<file path="config.mk">
export PLATFORM = sky130hd
export DESIGN_NAME = add_serial_sched
export DESIGN_NICKNAME = d
export VERILOG_FILES = /design/src/rtl/add_serial_sched.sv
export SDC_FILE = /design/constraint.sdc
export NUM_CORES = 1
export LEC_CHECK = 0
export BUFFER_PORTS_ARGS = -buffer_cell sky130_fd_sc_hd__buf_2
export CAP_MARGIN = 40
export CORE_ASPECT_RATIO = 1.4
export CORE_UTILIZATION = 44
export CTS_CLUSTER_DIAMETER = 150
export DETAILED_ROUTE_END_ITERATION = 7
export HOLD_SLACK_MARGIN = 0.1
export PLACE_DENSITY = 0.91
export SETUP_SLACK_MARGIN = 0.2
export SYNTH_ARGS = -nofsm -noshare
export SYNTH_HDL_FRONTEND = slang
export SYNTH_SLANG_ARGS = --single-unit
</file>
<file path="constraint.sdc">
create_clock -name clk -period 2.4 [get_ports clk]
set_clock_uncertainty 0.15 [all_clocks]
set_input_delay 0.36 -clock clk [delete_from_list [all_inputs] [get_ports clk]]
set_output_delay 0.36 -clock clk [all_outputs]
set_load 0.05 [all_outputs]
</file>
<file path="src/rtl/add_serial_sched.sv">
// add_serial_sched: round-robin scheduler that shares one bit-serial adder
// (start/done handshake) among NREQ requesters.
// Each accepted operand pair goes to the adder, and the sum comes back on a
// valid/ready response channel tagged with the requester id.
//
// Ports:
//   clk, rst           clock (rising edge), asynchronous active-high reset
//   req                per-requester level request, held until its gnt bit is seen
//   req_a, req_b       operands; requester i is at [i*W +: W]
//   gnt                one-hot grant, valid only in IDLE (same cycle as req)
//   add_en             1-cycle start pulse to the adder
//   add_a, add_b       adder operands, stable from add_en until add_done
//   add_done, add_sum  adder completion pulse and result
//   rsp_valid/ready    response handshake
//   rsp_id, rsp_sum    requester id and sum (modulo 2^W)
//   rsp_err            adder timeout flag
//
// Optional feature: define ADD_SCHED_TIMEOUT_EN to abort WAIT after TMO_CYC cycles
// without add_done. The response then has rsp_sum=0 and rsp_err=1.
// When the macro is undefined, WAIT holds indefinitely and rsp_err is tied to 0.
module add_serial_sched #(
    parameter int unsigned NREQ    = 4,
    parameter int unsigned W       = 8,
    parameter int unsigned IDW     = 2,
    parameter int unsigned TMO_CYC = 31
) (
    input  logic              clk,
    input  logic              rst,
    input  logic [NREQ-1:0]   req,
    input  logic [NREQ*W-1:0] req_a,
    input  logic [NREQ*W-1:0] req_b,
    output logic [NREQ-1:0]   gnt,
    output logic              add_en,
    output logic [W-1:0]      add_a,
    output logic [W-1:0]      add_b,
    input  logic              add_done,
    input  logic [W-1:0]      add_sum,
    output logic              rsp_valid,
    input  logic              rsp_ready,
    output logic [IDW-1:0]    rsp_id,
    output logic [W-1:0]      rsp_sum,
    output logic              rsp_err
);

    // Reject parameter sets the id field or arbiter cannot represent.
    if (NREQ < 2 || NREQ > 8 || (1 << IDW) < NREQ || TMO_CYC < 1) begin : g_cfg_err
        $error("add_serial_sched: unsupported parameter set");
    end

    typedef enum logic [1:0] {S_IDLE, S_ISSUE, S_WAIT, S_RESP} state_t;

    state_t         state;
    logic [IDW-1:0] ptr;
    logic [IDW-1:0] win;
    logic           found;

`ifdef ADD_SCHED_TIMEOUT_EN
    localparam int unsigned CW = $clog2(TMO_CYC + 1);
    logic [CW-1:0] cnt;
`endif

    // Round-robin search: the requester after the last winner has top priority.
    always_comb begin
        int unsigned    idx;
        logic [IDW-1:0] cand;
        win   = '0;
        found = 1'b0;
        idx   = 0;
        cand  = '0;
        for (int unsigned k = 1; k <= NREQ; k++) begin
            idx = 32'(ptr) + k;
            if (idx >= NREQ) begin
                idx = idx - NREQ;
            end
            cand = IDW'(idx);
            if (!found && req[cand]) begin
                found = 1'b1;
                win   = cand;
            end
        end
    end

    // Grant is a same-cycle decode so an idle scheduler accepts with zero latency.
    always_comb begin
        gnt = '0;
        if (state == S_IDLE && found && !rst) begin
            gnt = NREQ'(1) << win;
        end
    end

    // Scheduler FSM with registered adder and response outputs.
    always_ff @(posedge clk or posedge rst) begin
        if (rst) begin
            state     <= S_IDLE;
            ptr       <= IDW'(NREQ - 1);
            add_en    <= 1'b0;
            add_a     <= '0;
            add_b     <= '0;
            rsp_valid <= 1'b0;
            rsp_id    <= '0;
            rsp_sum   <= '0;
`ifdef ADD_SCHED_TIMEOUT_EN
            rsp_err   <= 1'b0;
            cnt       <= '0;
`endif
        end else begin
            case (state)
                S_IDLE: begin
                    if (found) begin
                        add_a  <= req_a[win*W +: W];
                        add_b  <= req_b[win*W +: W];
                        rsp_id <= win;
                        ptr    <= win;
                        add_en <= 1'b1;
                        state  <= S_ISSUE;
                    end
                end
                S_ISSUE: begin
                    add_en <= 1'b0;
                    state  <= S_WAIT;
`ifdef ADD_SCHED_TIMEOUT_EN
                    cnt    <= '0;
`endif
                end
                S_WAIT: begin
                    // add_done wins over a timeout expiring in the same cycle.
                    if (add_done) begin
                        rsp_sum   <= add_sum;
                        rsp_valid <= 1'b1;
                        state     <= S_RESP;
`ifdef ADD_SCHED_TIMEOUT_EN
                        rsp_err   <= 1'b0;
                    end else if (cnt == CW'(TMO_CYC - 1)) begin
                        rsp_sum   <= '0;
                        rsp_err   <= 1'b1;
                        rsp_valid <= 1'b1;
                        state     <= S_RESP;
                    end else begin
                        cnt <= cnt + CW'(1);
`endif
                    end
                end
                S_RESP: begin
                    if (rsp_ready) begin
                        rsp_valid <= 1'b0;
                        state     <= S_IDLE;
                    end
                end
                default: state <= S_IDLE;
            endcase
        end
    end

`ifndef ADD_SCHED_TIMEOUT_EN
    assign rsp_err = 1'b0;
`endif

endmodule

</file>
==> results of run 1 <==
area by class of cell:
class | instances | share of cell area
Timing Repair Buffer | 129 | 0.260
Clock buffer | 6 | 0.0291
Tap cell | 60 | 0.0265
Multi-Input combinational cell | 153 | 0.383
Sequential cell | 32 | 0.283
Inverter | 9 | 0.0132
Clock inverter | 2 | 0.00529
cell usage in the layout, fill, tap and decap left out, types with 3 or more instances in the layout:
| cell | instances |
|---|---|
| buf_2 | 107 |
| dfrtp_1 | 30 |
| nor2_1 | 25 |
| o22ai_1 | 18 |
| a221oi_1 | 16 |
| mux2i_1 | 16 |
| buf_4 | 16 |
| o21ai_0 | 11 |
| nand2_1 | 10 |
| inv_1 | 8 |
| mux2_2 | 8 |
| or2_2 | 7 |
| clkbuf_8 | 6 |
| o21ai_1 | 5 |
| nor2b_1 | 4 |
| ha_1 | 4 |
| a21oi_1 | 3 |
| clkinvlp_4 | 3 |
| and3_4 | 3 |
repair_timing:
action	4_1_cts	5_1_grt
endpoints found under the hold margin	7	0
setup buffers	2	7
endpoints found under the setup margin	3	4
gates resized for setup	4	10
hold buffers	2	0
pin swaps	1	5
per-stage QoR:
stage | cell area [µm²] | cells
floorplan | 2030 | 210
global placement | 2600 | 372
detailed placement | 2600 | 372
CTS | 2750 | 384
global route | 2840 | 391
finish | 2840 | 391
sequential cells by signal, indices dropped and copies added (netlist names):
| register | flops |
|---|---|
| state | 2 |
| add_en | 1 |
| rsp_id | 2 |
| rsp_sum | 8 |
| add_b | 8 |
| rsp_valid | 1 |
| ptr | 2 |
| add_a | 8 |
power by group:
group | total [µW] | switching (µW) | internal [µW]
clock network | 442 | 210 | 232
logic | 2650 | 1730 | 920
registers | 1010 | 189 | 823
total | 4110 | 2130 | 1980
worst max-delay path by stage:
stage	startpoint	to	slack (ns)	cells after the start
3_5_place_dp	req[3]	gnt[0]	0.24	5
2_1_floorplan	req[1]	gnt[0]	0.18	7
3_3_place_gp	req[3]	gnt[2]	0.26	5
6_report	ptr[0]	gnt[0]	0.19	5
5_1_grt	ptr[0]	gnt[0]	0.1	5
4_1_cts	ptr[0]	gnt[0]	0.22	5
kinds of logic after synthesis:
group	count (synthesis)	share of synthesized area
mux	24	0.125
other cells	1	0.00187
simple gates	60	0.148
compound gates	64	0.222
flops	32	0.400
fa+ha+maj	4	0.0250
buf+inv	25	0.0780
per-layer routing:
metal,part of all wire,global-route usage,up-vias
met3,0.054,0.0394,12
met5,0.0016,0,-
li1,-,-,1013
met2,0.56,0.474,116
met4,0.015,0.0905,2
met1,0.37,0.262,1016
==> impl_metrics.csv, run 1 <==
group,metric,value,unit
clock_tree,clk_pin_slew,0.07,ns
floorplan,dieHeight,81.9,µm
layout,multiInputGateArea,1090,µm²
synthesis,synthTopCellsByCount,"dfrtp_1, nor2_1, o22ai_1, a221oi_1, mux2i_1",
routing,ant_nets,0,
floorplan,die_w,59.1,µm
worst_setup_path,cpLargestDelayFamily,"flip-flops",
hold_path,min_path_cells,2,
worst_setup_path,startpoint_type,"register",
routing,dr.pass1.iters,5,
routing,vias_per_cell,5.52,
grt,track_usage,0.246,
synthesis,synth.most_common_cell,"dfrtp_1",
power,ir_worst_vdd,0.780,mV
placed_design,hpwl,4.51,mm
clock_tree,htreeDepth,2,
layout,layout.nets,414,
grt,antenna_found_initial,1,
clock_tree,cts_buffer_depth,2,
synthesis,synthCells,210,
timing,hold_viol,0,
hold_path,min_path_type,"in -> reg",
worst_setup_path,cp_slowest_cell,"dfstp_2",
worst_setup_path,cp-end-kind,"primary output",
timing,whs,0.163,ns
routing,wl_per_cell,15.8,µm
layout,final_core_util,0.659,
power,total_power,4110,µW
floorplan,pin_count,113,
synthesis,ys_ff_latch,32,
synthesis,synth.distinct_cells,41,
timing,min_period,2.21,ns
routing,drt_iter0_drc,122,
floorplan,dieArea,4840,µm²
hold_path,min_to,"rsp_sum[1]",
layout,area_delta_synth_final,41.5,%
timing,rsz0062_at_grt,"yes",
clock_tree,cts-root-buf,"clkbuf_8",
worst_setup_path,arrival,1.70,ns
layout,fillerInstances,368,
routing,postRouteWirelength,6.19,mm
worst_setup_path,reg2reg_depth,7,
worst_setup_path,worstPathMaxFanout,8,
layout,drive_gt1_frac,0.498,
synthesis,yosysWarnings,0,
hold_path,hold_start,"add_sum[1]",
worst_setup_path,reg2reg_to,"add_a[1]",
grt,grt_pass1_vias,2052,
synthesis,synth_area_leader_cell,"dfrtp_1",
synthesis,ys_seq_area_frac,0.400,
synthesis,synth_area_leaders,"dfrtp_1, mux2i_1, a221oi_1",
floorplan,placementRows,28,
placed_design,place.gp.congestion,0.863,
power,p_per_area,1450,nW/µm²
synthesis,synth_fp_nets,294,
run,drv_cap,0,
timing,setup_viol,0,
timing,fin_crit_sh,0.919,
synthesis,synth-async-reset-ratio,1.00,
worst_setup_path,critPathRequiredTime,1.89,ns
layout,seqCellArea,803,µm²
layout,antenna_cells,0,
floorplan,start_util,0.465,
floorplan,core,4310,µm²
grt,grt_start_max_net_pins,30,
timing,setup_ws,0.194,ns
routing,vias,2159,
synthesis,synth_flop_cell,"dfrtp_1",
worst_setup_path,critical_path_buf_inv_count,1,
timing,fmax,453,MHz
synthesis,syn_area,2010,µm²
grt,grt_pass1_wl,8.99,mm
clock_tree,cts_buffers,5,
clock_tree,clkSinkCount,32,
placed_design,port_buffers,111,
worst_setup_path,crit_type,"reg -> out",
grt,grt_overflow_total,0,
worst_setup_path,rr_startpoint,"state[0]",
worst_setup_path,cp_cell_sequence,"nand2b_4 -> a22oi_2 -> o32ai_2 -> and3_4 -> buf_8",
run_status,outcome,"finished clean",
power,power_leakage,0.00138,µW
routing,remaining_drc_errors,0,
clock_tree,tritoncts,"yes",
synthesis,synth.avg_cell_area,9.55,µm²
synthesis,yosys.area.top_type_share,0.374,
timing,fin_tns_setup,0,ns
worst_setup_path,max_stage_delay,0.63,ns
synthesis,synth-edff-count,0,
placed_design,place_ws,0.239,ns
worst_setup_path,rrSetupSlack,0.35,ns
clock_tree,clock_latency,0.27,ns
timing,slew_viol_final,0,
Note: power is estimated with default switching activity, not from simulation.
==> inputs of run 2 (changes only) <==
- CELL_PAD_IN_SITES_DETAIL_PLACEMENT: default -> 0
- CELL_PAD_IN_SITES_GLOBAL_PLACEMENT: default -> 1
- CORE_UTILIZATION: 44 -> 31
- CTS_CLUSTER_DIAMETER: 150 -> default
- PLACE_DENSITY: 0.91 -> 0.9
==> run 2 against run 1 <==
Fmax is 2.0% higher; utilization is 20 points lower; die area is 41% higher; first-iteration DRC count is 60% lower; sequential cell count stayed put; clock-buffer cell count is 1 lower; critical path depth stayed put; largest cell class unchanged; largest power group unchanged.
==> impl_metrics.csv, run 2 (synthesized netlist as in run 1, its figures left out) <==
group,metric,value,unit
routing,vias_per_cell,5.27,
layout,drive_gt1_frac,0.509,
timing,slew_viol_final,0,
routing,met1_length,2.30,mm
grt,track_usage,0.184,
grt,antenna_found_initial,0,
power,p_per_area,1430,nW/µm²
layout,largest_registers,"add_a (8), add_b (8), rsp_sum (8)",
clock_tree,htreeDepth,2,
run_status,outcome,"finished clean",
hold_path,min_path_type,"in -> reg",
layout,antenna_cells,0,
worst_setup_path,arrival,1.65,ns
clock_tree,cts_buffer_depth,2,
worst_setup_path,cp-end-kind,"primary output",
hold_path,min_path_cells,2,
layout,final_cell_mix,"buf_2, dfrtp_1, nor2_1",
clock_tree,clock_latency,0.29,ns
clock_tree,tritoncts,"yes",
placed_design,port_buffers,111,
routing,remaining_drc_errors,0,
routing,wl_met2,3.30,mm
worst_setup_path,critPathRequiredTime,1.89,ns
timing,setup_viol,0,
worst_setup_path,startpoint_type,"input pin",
layout,design_area,2850,µm²
grt,grt_pass1_wl,9.80,mm
timing,fmax,463,MHz
floorplan,die_w,70.0,µm
floorplan,dieArea,6800,µm²
clock_tree,clk_pin_slew,0.08,ns
floorplan,placementRows,34,
timing,fin_crit_sh,0.901,
timing,hold_viol,0,
placed_design,place.gp.congestion,0.791,
worst_setup_path,crit_type,"in -> out",
power,power_leakage,0.00137,µW
power,pwr-share-seq,0.248,
routing,dr_wl_met3,392,µm
floorplan,core,6210,µm²
power,power_frac_comb,0.647,
floorplan,dieHeight,97.2,µm
clock_tree,cts-root-buf,"clkbuf_8",
run,drv_cap,0,
routing,postRouteWirelength,6.20,mm
power,clock_power_share,0.105,
placed_design,hpwl,4.63,mm
power,ir_worst_vdd,0.552,mV
routing,vias,2131,
grt,grt_pass1_vias,2088,
floorplan,start_util,0.323,
layout,area_delta_synth_final,42.0,%
routing,dr.max_layer_used,"met4",
routing,dr.pass1.iters,4,
timing,rsz0062_at_grt,"yes",
routing,drt_iter0_drc,49,
clock_tree,cts_buffers,5,
grt,grt_overflow_total,0,
power,swShare,0.524,
floorplan,pin_count,113,
layout,layout.nets,415,
timing,min_period,2.16,ns
worst_setup_path,worstPathMaxFanout,11,
routing,ant_nets,0,
timing,fin_tns_setup,0,ns
power,switching_power,2130,µW
layout,final_common_cell,"buf_2",
clock_tree,clkSinkCount,32,
power,p_int,1940,µW
placed_design,placedInstanceArea,2630,µm²
grt,grt_start_max_net_pins,30,
worst_setup_path,reg2reg_depth,7,
routing,wl_per_cell,15.3,µm
==> run 2: what timing repair did <==
item	4_1_cts	5_1_grt
endpoints found under the setup margin	4	5
buffers inserted	3	4
endpoints found under the hold margin	5	0
gates resized for setup	5	13
pin swaps	0	5
hold buffers	2	0
==> run 2: layout make-up <==
type                    instances  area [µm²]
fillers                       619        3360
multi-input cells             153        1090
flip-flops and latches         32         803
repair buffers                130         732
well taps                      72        90.1
clock buffers                   5        68.8
inverters                       9        37.5
clock inverters                 3        23.8
==> run 2: path summary, 6_finish.rpt <==
path | from | end | slack (ns)
worst max-delay path | req[3] | gnt[2] | 0.24
worst min-delay path | add_sum[5] | rsp_sum[5] | 0.15
worst max register to register | ptr[1] | add_a[2] | 0.31
worst min register to register | rsp_id[1] | rsp_id[1] | 0.32
max in group asynchronous | rst | add_b[1] | 0.82
min in group asynchronous | rst | add_b[6] | 0.55
==> run 2: metal layers <==
| layer | up-vias | GRT usage |
|---|---|---|
| met5 | - | 0 |
| met4 | 0 | 0.0923 |
| met3 | 16 | 0.0342 |
| met2 | 90 | 0.333 |
| met1 | 1010 | 0.200 |
| li1 | 1015 | - |
==> run 2: worst max-delay path, cell delays in order <==
cell and delay [ns]:
buf_2 0.17, or4_4 0.59, and2_4 0.20, and3_4 0.18
buf_8 0.14
==> run 2: per-stage QoR <==
| stage | instances | hold slack [ns] | setup slack (ns) | util | total power (µW) |
|---|---|---|---|---|---|
| 2_1_floorplan | 210 | 0.153 | 0.184 | - | 2970 |
| 3_5_place_dp | 387 | 0.179 | 0.221 | 0.423 | 3550 |
| 4_1_cts | 400 | 0.141 | 0.194 | 0.447 | 4020 |
| 6_report | 404 | 0.146 | 0.238 | 0.459 | 4070 |
| 3_3_place_gp | 387 | 0.186 | 0.229 | 0.423 | 3490 |
| 5_1_grt | 404 | 0.142 | 0.193 | 0.459 | 4330 |
==> run 2: power by group through the flow <==
stage | combinational [µW] | sequential (µW) | clock [µW]
global placement | 2480 | 1010 | 0
floorplan | 1210 | 1750 | 0
detailed placement | 2520 | 1020 | 0
global route | 2820 | 1040 | 466
CTS | 2580 | 1000 | 439
finish | 2630 | 1010 | 426
